**config.mk**
```make
export PLATFORM = sky130hd
export DESIGN_NAME = instruction_fetch
export DESIGN_NICKNAME = d
export VERILOG_FILES = /design/src/rtl/instruction_fetch.sv
export SDC_FILE = /design/constraint.sdc
export NUM_CORES = 1
export LEC_CHECK = 0
export BUFFER_PORTS_ARGS = -buffer_cell sky130_fd_sc_hd__buf_2
export CAP_MARGIN = 30
export CORE_MARGIN = 8
export CORE_UTILIZATION = 50
export CTS_BUF_LIST = sky130_fd_sc_hd__clkbuf_2
export CTS_CLUSTER_DIAMETER = 60
export DETAILED_ROUTE_END_ITERATION = 6
export GPL_TIMING_DRIVEN = 0
export PLACE_DENSITY = 0.82
export SLEW_MARGIN = 20
export SYNTH_ARGS = -nofsm -noshare
export SYNTH_HDL_FRONTEND = slang
export SYNTH_SLANG_ARGS = --single-unit
```
**constraint.sdc**
```tcl
create_clock -name clk -period 3.35 [get_ports clk]
set_input_delay 0 -clock clk [delete_from_list [all_inputs] [get_ports clk]]
set_output_delay 0 -clock clk [all_outputs]
set_load 0.05 [all_outputs]
```
**src/rtl/instruction_fetch.sv**
```systemverilog
// Fetch stage: PC, imem request/response channel, prefetch FIFO with PC tags, redirect and HALT drain.
// Optional FETCH_BYPASS_EN: present a response combinationally when the FIFO is empty.
module instruction_fetch #(
  parameter int unsigned         PC_WIDTH   = 32,
  parameter int unsigned         FIFO_DEPTH = 4,
  parameter logic [PC_WIDTH-1:0] RESET_PC   = '0
) (
  input  logic                clk,
  input  logic                reset,
  input  logic                start,
  input  logic [PC_WIDTH-1:0] start_pc,
  output logic                imem_req_valid,
  output logic [PC_WIDTH-1:0] imem_req_addr,
  input  logic                imem_req_ready,
  input  logic                imem_rsp_valid,
  input  logic [31:0]         imem_rsp_data,
  output logic                inst_valid,
  output logic [31:0]         inst_data,
  output logic [PC_WIDTH-1:0] inst_pc,
  input  logic                inst_ready,
  input  logic                redirect_valid,
  input  logic [PC_WIDTH-1:0] redirect_pc,
  input  logic                halt,
  output logic                busy
);

  localparam int unsigned AW = $clog2(FIFO_DEPTH);
  localparam int unsigned CW = AW + 1;
  localparam logic [CW:0] DEPTH_C = (CW+1)'(FIFO_DEPTH);
  localparam logic [PC_WIDTH-1:0] ALIGN = {{(PC_WIDTH-2){1'b1}}, 2'b00};

  typedef enum logic [1:0] {IDLE, FETCH, DRAIN} state_e;

  state_e              state_q, state_d;
  logic [PC_WIDTH-1:0] pc_q, pc_d;
  logic [CW-1:0]       out_q, out_d, drop_q, drop_d, cnt_q, cnt_d;
  logic [AW-1:0]       wr_q, wr_d, rd_q, rd_d, twr_q, twr_d, trd_q, trd_d;
  logic [31:0]         dmem_q [FIFO_DEPTH];
  logic [PC_WIDTH-1:0] pmem_q [FIFO_DEPTH];
  logic [PC_WIDTH-1:0] tmem_q [FIFO_DEPTH];

  logic        fetching, flush, req_fire, rsp_tracked, fifo_valid, byp, push, pop;
  logic [CW:0] occ;

  assign fetching    = (state_q == FETCH);
  assign flush       = fetching && (halt || redirect_valid);
  // Slots are reserved at request time, so occupancy counts in-flight reads too.
  assign occ         = {1'b0, cnt_q} + {1'b0, out_q};
  assign imem_req_valid = fetching && !redirect_valid && !halt && (occ < DEPTH_C);
  assign imem_req_addr  = pc_q;
  assign req_fire    = imem_req_valid && imem_req_ready;
  assign rsp_tracked = imem_rsp_valid && (out_q != '0);
  assign fifo_valid  = (cnt_q != '0);

`ifdef FETCH_BYPASS_EN
  assign byp = fetching && !flush && !fifo_valid && (drop_q == '0) && rsp_tracked;
`else
  assign byp = 1'b0;
`endif

  assign inst_valid = fifo_valid || byp;
  assign inst_data  = fifo_valid ? dmem_q[rd_q] : (byp ? imem_rsp_data : '0);
  assign inst_pc    = fifo_valid ? pmem_q[rd_q] : (byp ? tmem_q[trd_q] : '0);
  assign pop        = fifo_valid && inst_ready && !flush;
  assign push       = fetching && !flush && rsp_tracked && (drop_q == '0) && !(byp && inst_ready);
  assign busy       = (state_q != IDLE);

  always_comb begin
    state_d = state_q;
    pc_d    = pc_q;
    drop_d  = drop_q;
    wr_d    = wr_q;
    rd_d    = rd_q;
    twr_d   = twr_q;
    trd_d   = trd_q;
    out_d   = out_q + CW'(req_fire) - CW'(rsp_tracked);
    cnt_d   = cnt_q + CW'(push) - CW'(pop);
    if (req_fire)    twr_d = twr_q + 1'b1;
    if (rsp_tracked) trd_d = trd_q + 1'b1;
    if (push)        wr_d  = wr_q + 1'b1;
    if (pop)         rd_d  = rd_q + 1'b1;
    if (rsp_tracked && (drop_q != '0)) drop_d = drop_q - 1'b1;
    unique case (state_q)
      IDLE: begin
        if (start) begin
          state_d = FETCH;
          pc_d    = start_pc & ALIGN;
        end
      end
      FETCH: begin
        if (halt || redirect_valid) begin
          // Everything still in flight after this cycle's response belongs to the old stream.
          cnt_d  = '0;
          wr_d   = '0;
          rd_d   = '0;
          drop_d = out_d;
          if (halt) state_d = DRAIN;
          else      pc_d    = redirect_pc & ALIGN;
        end else if (req_fire) begin
          pc_d = pc_q + PC_WIDTH'(4);
        end
      end
      DRAIN: begin
        if (out_d == '0) state_d = IDLE;
      end
      default: state_d = IDLE;
    endcase
  end

  always_ff @(posedge clk or posedge reset) begin
    if (reset) begin
      state_q <= IDLE;
      pc_q    <= RESET_PC;
      out_q   <= '0;
      drop_q  <= '0;
      cnt_q   <= '0;
      wr_q    <= '0;
      rd_q    <= '0;
      twr_q   <= '0;
      trd_q   <= '0;
    end else begin
      state_q <= state_d;
      pc_q    <= pc_d;
      out_q   <= out_d;
      drop_q  <= drop_d;
      cnt_q   <= cnt_d;
      wr_q    <= wr_d;
      rd_q    <= rd_d;
      twr_q   <= twr_d;
      trd_q   <= trd_d;
    end
  end

  always_ff @(posedge clk) begin
    if (req_fire) tmem_q[twr_q] <= pc_q;
    if (push) begin
      dmem_q[wr_q] <= imem_rsp_data;
      pmem_q[wr_q] <= tmem_q[trd_q];
    end
  end

endmodule

```
=== Word level (Yosys, flattened, before mapping) ===
Memories as Yosys holds them, arrays and structs flattened.
Cells that the tools add are included.

* $add $sub $neg: 11
* Equality and inequality tests: 8
* Muxes and demuxes: 27
* Order comparisons: 1
* Reductions and logical operators: 26

{| class="wikitable"
|+ Operators with widths
! operator !! number
|-
| 32-bit 2-to-1 mux || 6
|-
| 32-bit case mux with 2 select lines || 1
|-
| 32-bit by 3-bit adder with 32-bit output (second input constant) || 1
|-
| 2-bit 2-to-1 mux || 10
|-
| 3-bit 2-to-1 mux || 5
|-
| 1-bit logical AND || 12
|-
| 3-bit nonzero test || 3
|-
| 2-bit by 1-bit adder with 2-bit output (second input constant) || 4
|-
| 4-bit AND reduction || 2
|-
| 3-bit by 1-bit adder with 3-bit output || 2
|-
| 3-bit logical NOT || 2
|-
| 2-bit inequality test (second input constant) || 3
|-
| 2-bit case mux with 3 select lines || 1
|-
| 3-bit by 1-bit subtractor with 3-bit output || 2
|-
| 3-bit by 3-bit adder with 4-bit output || 1
|-
| 4-bit by 3-bit less-than comparator with 1-bit output (second input constant) || 1
|-
| 1-bit 2-to-1 mux || 4
|-
| 2-bit nonzero test || 2
|-
| 1-bit logical NOT || 3
|-
| 3-bit by 1-bit inequality test with 1-bit output (second input constant) || 1
|-
| 3-bit inequality test (second input constant) || 1
|-
| 3-bit by 1-bit subtractor with 3-bit output (second input constant) || 1
|-
| 2-bit by 1-bit equality test with 1-bit output (second input constant) || 1
|-
| 2-bit equality test (second input constant) || 1
|-
| other kinds (3) || 3
|}

* Memories kept: 3
* Output and inout port bits: 99
* Input bits: 104
* Logic and storage cells: 85
* Register bits: 51
* RAM bits: 384

{| class="wikitable"
|+ Memories
! memory !! depth !! bits a word !! rd ports !! clocked after Yosys merged registers in !! wr ports !! RTL line !! text
|-
| dmem_q || 4 || 32 || 1 || 0 || 1 || 38 || <nowiki>logic [31:0] dmem_q [FIFO_DEPTH];</nowiki>
|-
| pmem_q || 4 || 32 || 1 || 0 || 1 || 39 || <nowiki>logic [PC_WIDTH-1:0] pmem_q [FIFO_DEPTH];</nowiki>
|-
| tmem_q || 4 || 32 || 1 || 0 || 1 || 40 || <nowiki>logic [PC_WIDTH-1:0] tmem_q [FIFO_DEPTH];</nowiki>
|}

=== Depth between registers and ports, before layout ===
* Depth after elaboration: 10
* Depth in mapped cells: 14
* Mapped depth without buffers: 13

=== Worst setup path after synthesis ===
Ideal clock, no wire load.

* Kind: register to register
* From: register state_q[1]
* To: memory dmem_q[1][0], enable pin
* Arrival: 2.748 ns
* Required time: 2.924 ns
* Setup time: 0.426 ns
* Clock period less this slack: 3.174 ns
* Path buffers: 2
* Setup slack: 0.176 ns
* Stages on the path, launching flop included: 7
* Path through: dfrtp_1 nand2b_1 clkbuf_1 nor2_4 and3_1 clkbuf_1 and2_1

* Cells in the longest elaborated chain, start to end: 8

{| class="wikitable"
|+ Ends and longest elaborated chain
! element !! RTL line !! text
|-
| start, declared || 34 || <nowiki>state_e state_q, state_d;</nowiki>
|-
| start signal, assigned || 122 || <nowiki>state_q <= state_d;</nowiki>
|-
| 2-bit by 1-bit equality test with 1-bit output * || 45 || <nowiki>assign fetching = (state_q == FETCH);</nowiki>
|-
| 1-bit logical AND || 46 || <nowiki>assign flush = fetching && (halt || redirect_valid);</nowiki>
|-
| 1-bit logical NOT || 65 || <nowiki>assign push = fetching && !flush && rsp_tracked && (drop_q == '0) && !(byp && inst_ready);</nowiki>
|-
| 1-bit logical AND * (3 in a row) || 65 ||
|-
| 1-bit 2-to-1 mux * || 136 || <nowiki>if (push) begin</nowiki>
|-
| 1-bit 2-to-1 mux (implied by the code) * || 137 || <nowiki>dmem_q[wr_q] <= imem_rsp_data;</nowiki>
|-
| end, declared || 38 ||
|}

Every way passes the cells marked *; elsewhere a longest branch is shown, timed or not.

=== Worst setup path in the final report ===
* From: register state_q[1]
* To: register pc_q[18] (netlist: imem_req_addr[18])

* Cells in the longest elaborated chain, start to end: 7
* Elaborated cells between the ends (all ways): 12
* Classes of those cells: 4 x eq/ne; 1 x mux; 7 x reduce/logical

{| class="wikitable"
|+ Ends and longest elaborated chain
! element !! RTL line !! text
|-
| 2-bit by 1-bit equality test with 1-bit output || 45, 83 ||
|-
| 1-bit logical AND (3 in a row) || 49 || <nowiki>assign imem_req_valid = fetching && !redirect_valid && !halt && (occ < DEPTH_C);</nowiki>
|-
| 1-bit logical AND || 51 || <nowiki>assign req_fire = imem_req_valid && imem_req_ready;</nowiki>
|-
| 3-bit by 1-bit inequality test with 1-bit output (no line) || -- ||
|-
| 4-bit AND reduction (no line) || -- ||
|-
| end signal, assigned || 123 || <nowiki>pc_q <= pc_d;</nowiki>
|-
| end, declared || 35 || <nowiki>logic [PC_WIDTH-1:0] pc_q, pc_d;</nowiki>
|}

Several ways; a longest one is shown, not always the timed one.
A chain may end at the register's enable or synchronous reset.

==> flow_summary.ini <==
[power_and_ir_drop]
power.density_nw_per_um2 = 836
power_mw = 18.2
ir_worst_vdd_mv = 0.659
p_leak_nw = 8.08

[clocking]
clkSinkCount = 417
clkTransAtPathRegs_ns = 0.10
cts_buffers = 102
clock_latency_ns = 0.95
clock_path_buffers = 3
cts_max_level = 3
cts_tree = built
ctsRootBufferMaster = clkbuf_2

[synthesis]
ys_ff_latch = 417
synth_area_per_cell_um2 = 18.1
yosysWarnings = 0
yosysSeqAreaShare_pct = 72.4
yosysTopAreaCell = edfxtp_1
synth_edf_count = 368
synthArstFlopShare_pct = 11.8
yosysUniqueCellTypes = 57
syn-cell-area_um2 = 17000
synthFlopType = edfxtp_1
synthTopCellsByArea = edfxtp_1 65%, mux4_2 12%, dfrtp_1 7.2%
synth_top_area_share_pct = 65.1
syn_inst = 935

[sta]
fmax_mhz = 306
fin_crit_sh_pct = 97.7
relSlewSlack_pct = 53.5
worstMarginPinSlew_ns = 0.698
fin_skew_ns = 0.106
worst_hold_slack_ns = 0.137
final_hold_viol_count = 0
finalSetupViolCount = 0
setup_ws_ns = 0.0770
drv_slew = 0
layout_min_cycle_time_ns = 3.27
finalSetupTns_ns = 0

[final_layout]
drive_above_1_share_pct = 34.0
syn2layout_area_growth_pct = 28.4
final_common_cell = edfxtp_1
design_area_um2 = 21800
nets = 1564
n_fill_cell = 2266
layout_common_cells = 368 x edfxtp_1, 212 x buf_2, 197 x dlygate4sd3_1
final_cells = 1974
post-route-util_pct = 65.1

[die]
die_x_um = 200
start_util_pct = 50.7
rows = 67
fp.dieH_um = 200
core_area_um2 = 33400
die_area_um2 = 40100
top_level_ports = 203

[worst_setup_path]
cp_max_fo = 10
crit_top_cell = dlygate4sd3_1
crit_slowest_cell = dlygate4sd3_1
startpoint_type = flop
end_kind = flop
cp_data_arrival_time_ns = 4.06
crit_required_ns = 4.13
path_cells = nand2b_4 > buf_2 > a22oi_1 > dlygate4sd3_1 > a21oi_1 > dlygate4sd3_1 > nand2b_1 > dlygate4sd3_1
worstSetupPathType = reg2reg
max_stage_delay_ns = 0.59

[global_routing]
antenna_found_initial = 1
grt_overflow = 0
grt_use_total_pct = 20.6
grt_pass1_vias = 11900
grt_pass1_wl_mm = 65.4
grt_max_degree = 50

[route]
routedWlPerCell_um = 21.0
vias_per_cell = 5.49
drtIter0Drc = 852
via_count = 10800
drt_wl_total_mm = 41.5
drc = 1
final_antenna_net_count = 0
drt_first_pass_iters = 7

[placement]
pre_cts_ws_ns = -0.0299
io_buffers = 194
dpl-instance-area_um2 = 18700
gp_congestion = 0.903
place_inst = 1588
place_hpwl_mm = 25.6

[job]
drv_cap = 0

[run_status]
run_status = finished, violations left
violations = design-rule violations

[worst_hold_path]
holdCritPathClass = in2reg
## final timing paths
| kind | startpoint | to | slack (ns) | cells past startpoint |
|---|---|---|---|---|
| max | state_q[1] | imem_req_addr[18] | 0.08 | 8 |
| min | redirect_pc[5] | imem_req_addr[5] | 0.14 | 5 |
| max reg2reg | state_q[1] | imem_req_addr[18] | 0.08 | 8 |
| min reg2reg | twr_q[0] | twr_q[0] | 0.55 | 1 |
| max in group asynchronous | reset | imem_req_addr[19] | 2.54 | 4 |
| min in group asynchronous | reset | imem_req_addr[29] | 0.29 | 4 |
## power by group
group / switching [mW] / internal (mW)
Clock: 1.97 / 1.61
Combinational: 4.87 / 2.73
Sequential: 0.628 / 6.39
## kinds of logic (layout without fill, tap and decap cells)
kind of cell    after synthesis  count (layout)  synth area share (%)
fa+ha+maj                    19              19                  1.49
compound gates              126             126                  4.89
other cells                   1               5                0.0221
mux                          96              96                  12.5
buf+inv                      74             661                  1.94
simple gates                191             191                  6.28
flops                       417             417                  72.4
xor+xnor                     11              11                 0.568
## metal layers
| metal | GRT usage, % | up-vias | wire length, um | part of all wire [%] |
|---|---|---|---|---|
| met2 | 35.1 | 570 | 21100 | 51 |
| met5 | 0 | - | 0 | 0 |
| met4 | 9.27 | 0 | 1260 | 3.0 |
| met3 | 5.44 | 120 | 3290 | 7.9 |
| li1 | - | 4818 | - | - |
| met1 | 24.3 | 5329 | 15900 | 38 |
## registers in the layout (all words and copies together) (netlist names), 3 cells and up
register,flops
pmem_q,120
cnt_q,3
imem_req_addr,30
drop_q,3
tmem_q,120
dmem_q,128
out_q,3
## cells in the mapped netlist (all sizes together), types with 14 or more instances
library cell,instances
mux4,92
dfrtp,49
nor2,32
buf,28
and3,14
a21oi,15
and2,69
ha,17
inv,17
o21ai,52
nand2,29
edfxtp,368
clkbuf,29
## area by class of cell
type / count / area (um2) / area share [%]
multi-input cells: 447 / 4420 / 20.3
plain buffers: 54 / 258 / 1.18
inverters: 17 / 66.3 / 0.304
repair buffers: 402 / 3150 / 14.4
diodes: 1 / 2.50 / 0.0115
well taps: 448 / 561 / 2.57
clock buffers: 152 / 761 / 3.49
clock inverters: 36 / 290 / 1.33
flip-flops and latches: 417 / 12300 / 56.4
## critical path: cells and delay by family, from the launching register on
kind / cells / cell delay (ns)
AND/OR/NAND/NOR: 2 / 0.39
buffers and inverters: 4 / 1.95
AO/OA/AOI/OAI: 2 / 0.30
flip-flops: 1 / 0.49
## repair_timing
item,in CTS,in global routing
hold endpoints to repair,242,0
resized for setup,1,14
cloned,0,0
hold buffers,197,0
setup buffers,0,3
pin swaps,0,1
endpoints found under the setup margin,5,25
Power figures use the tool's default switching activity.
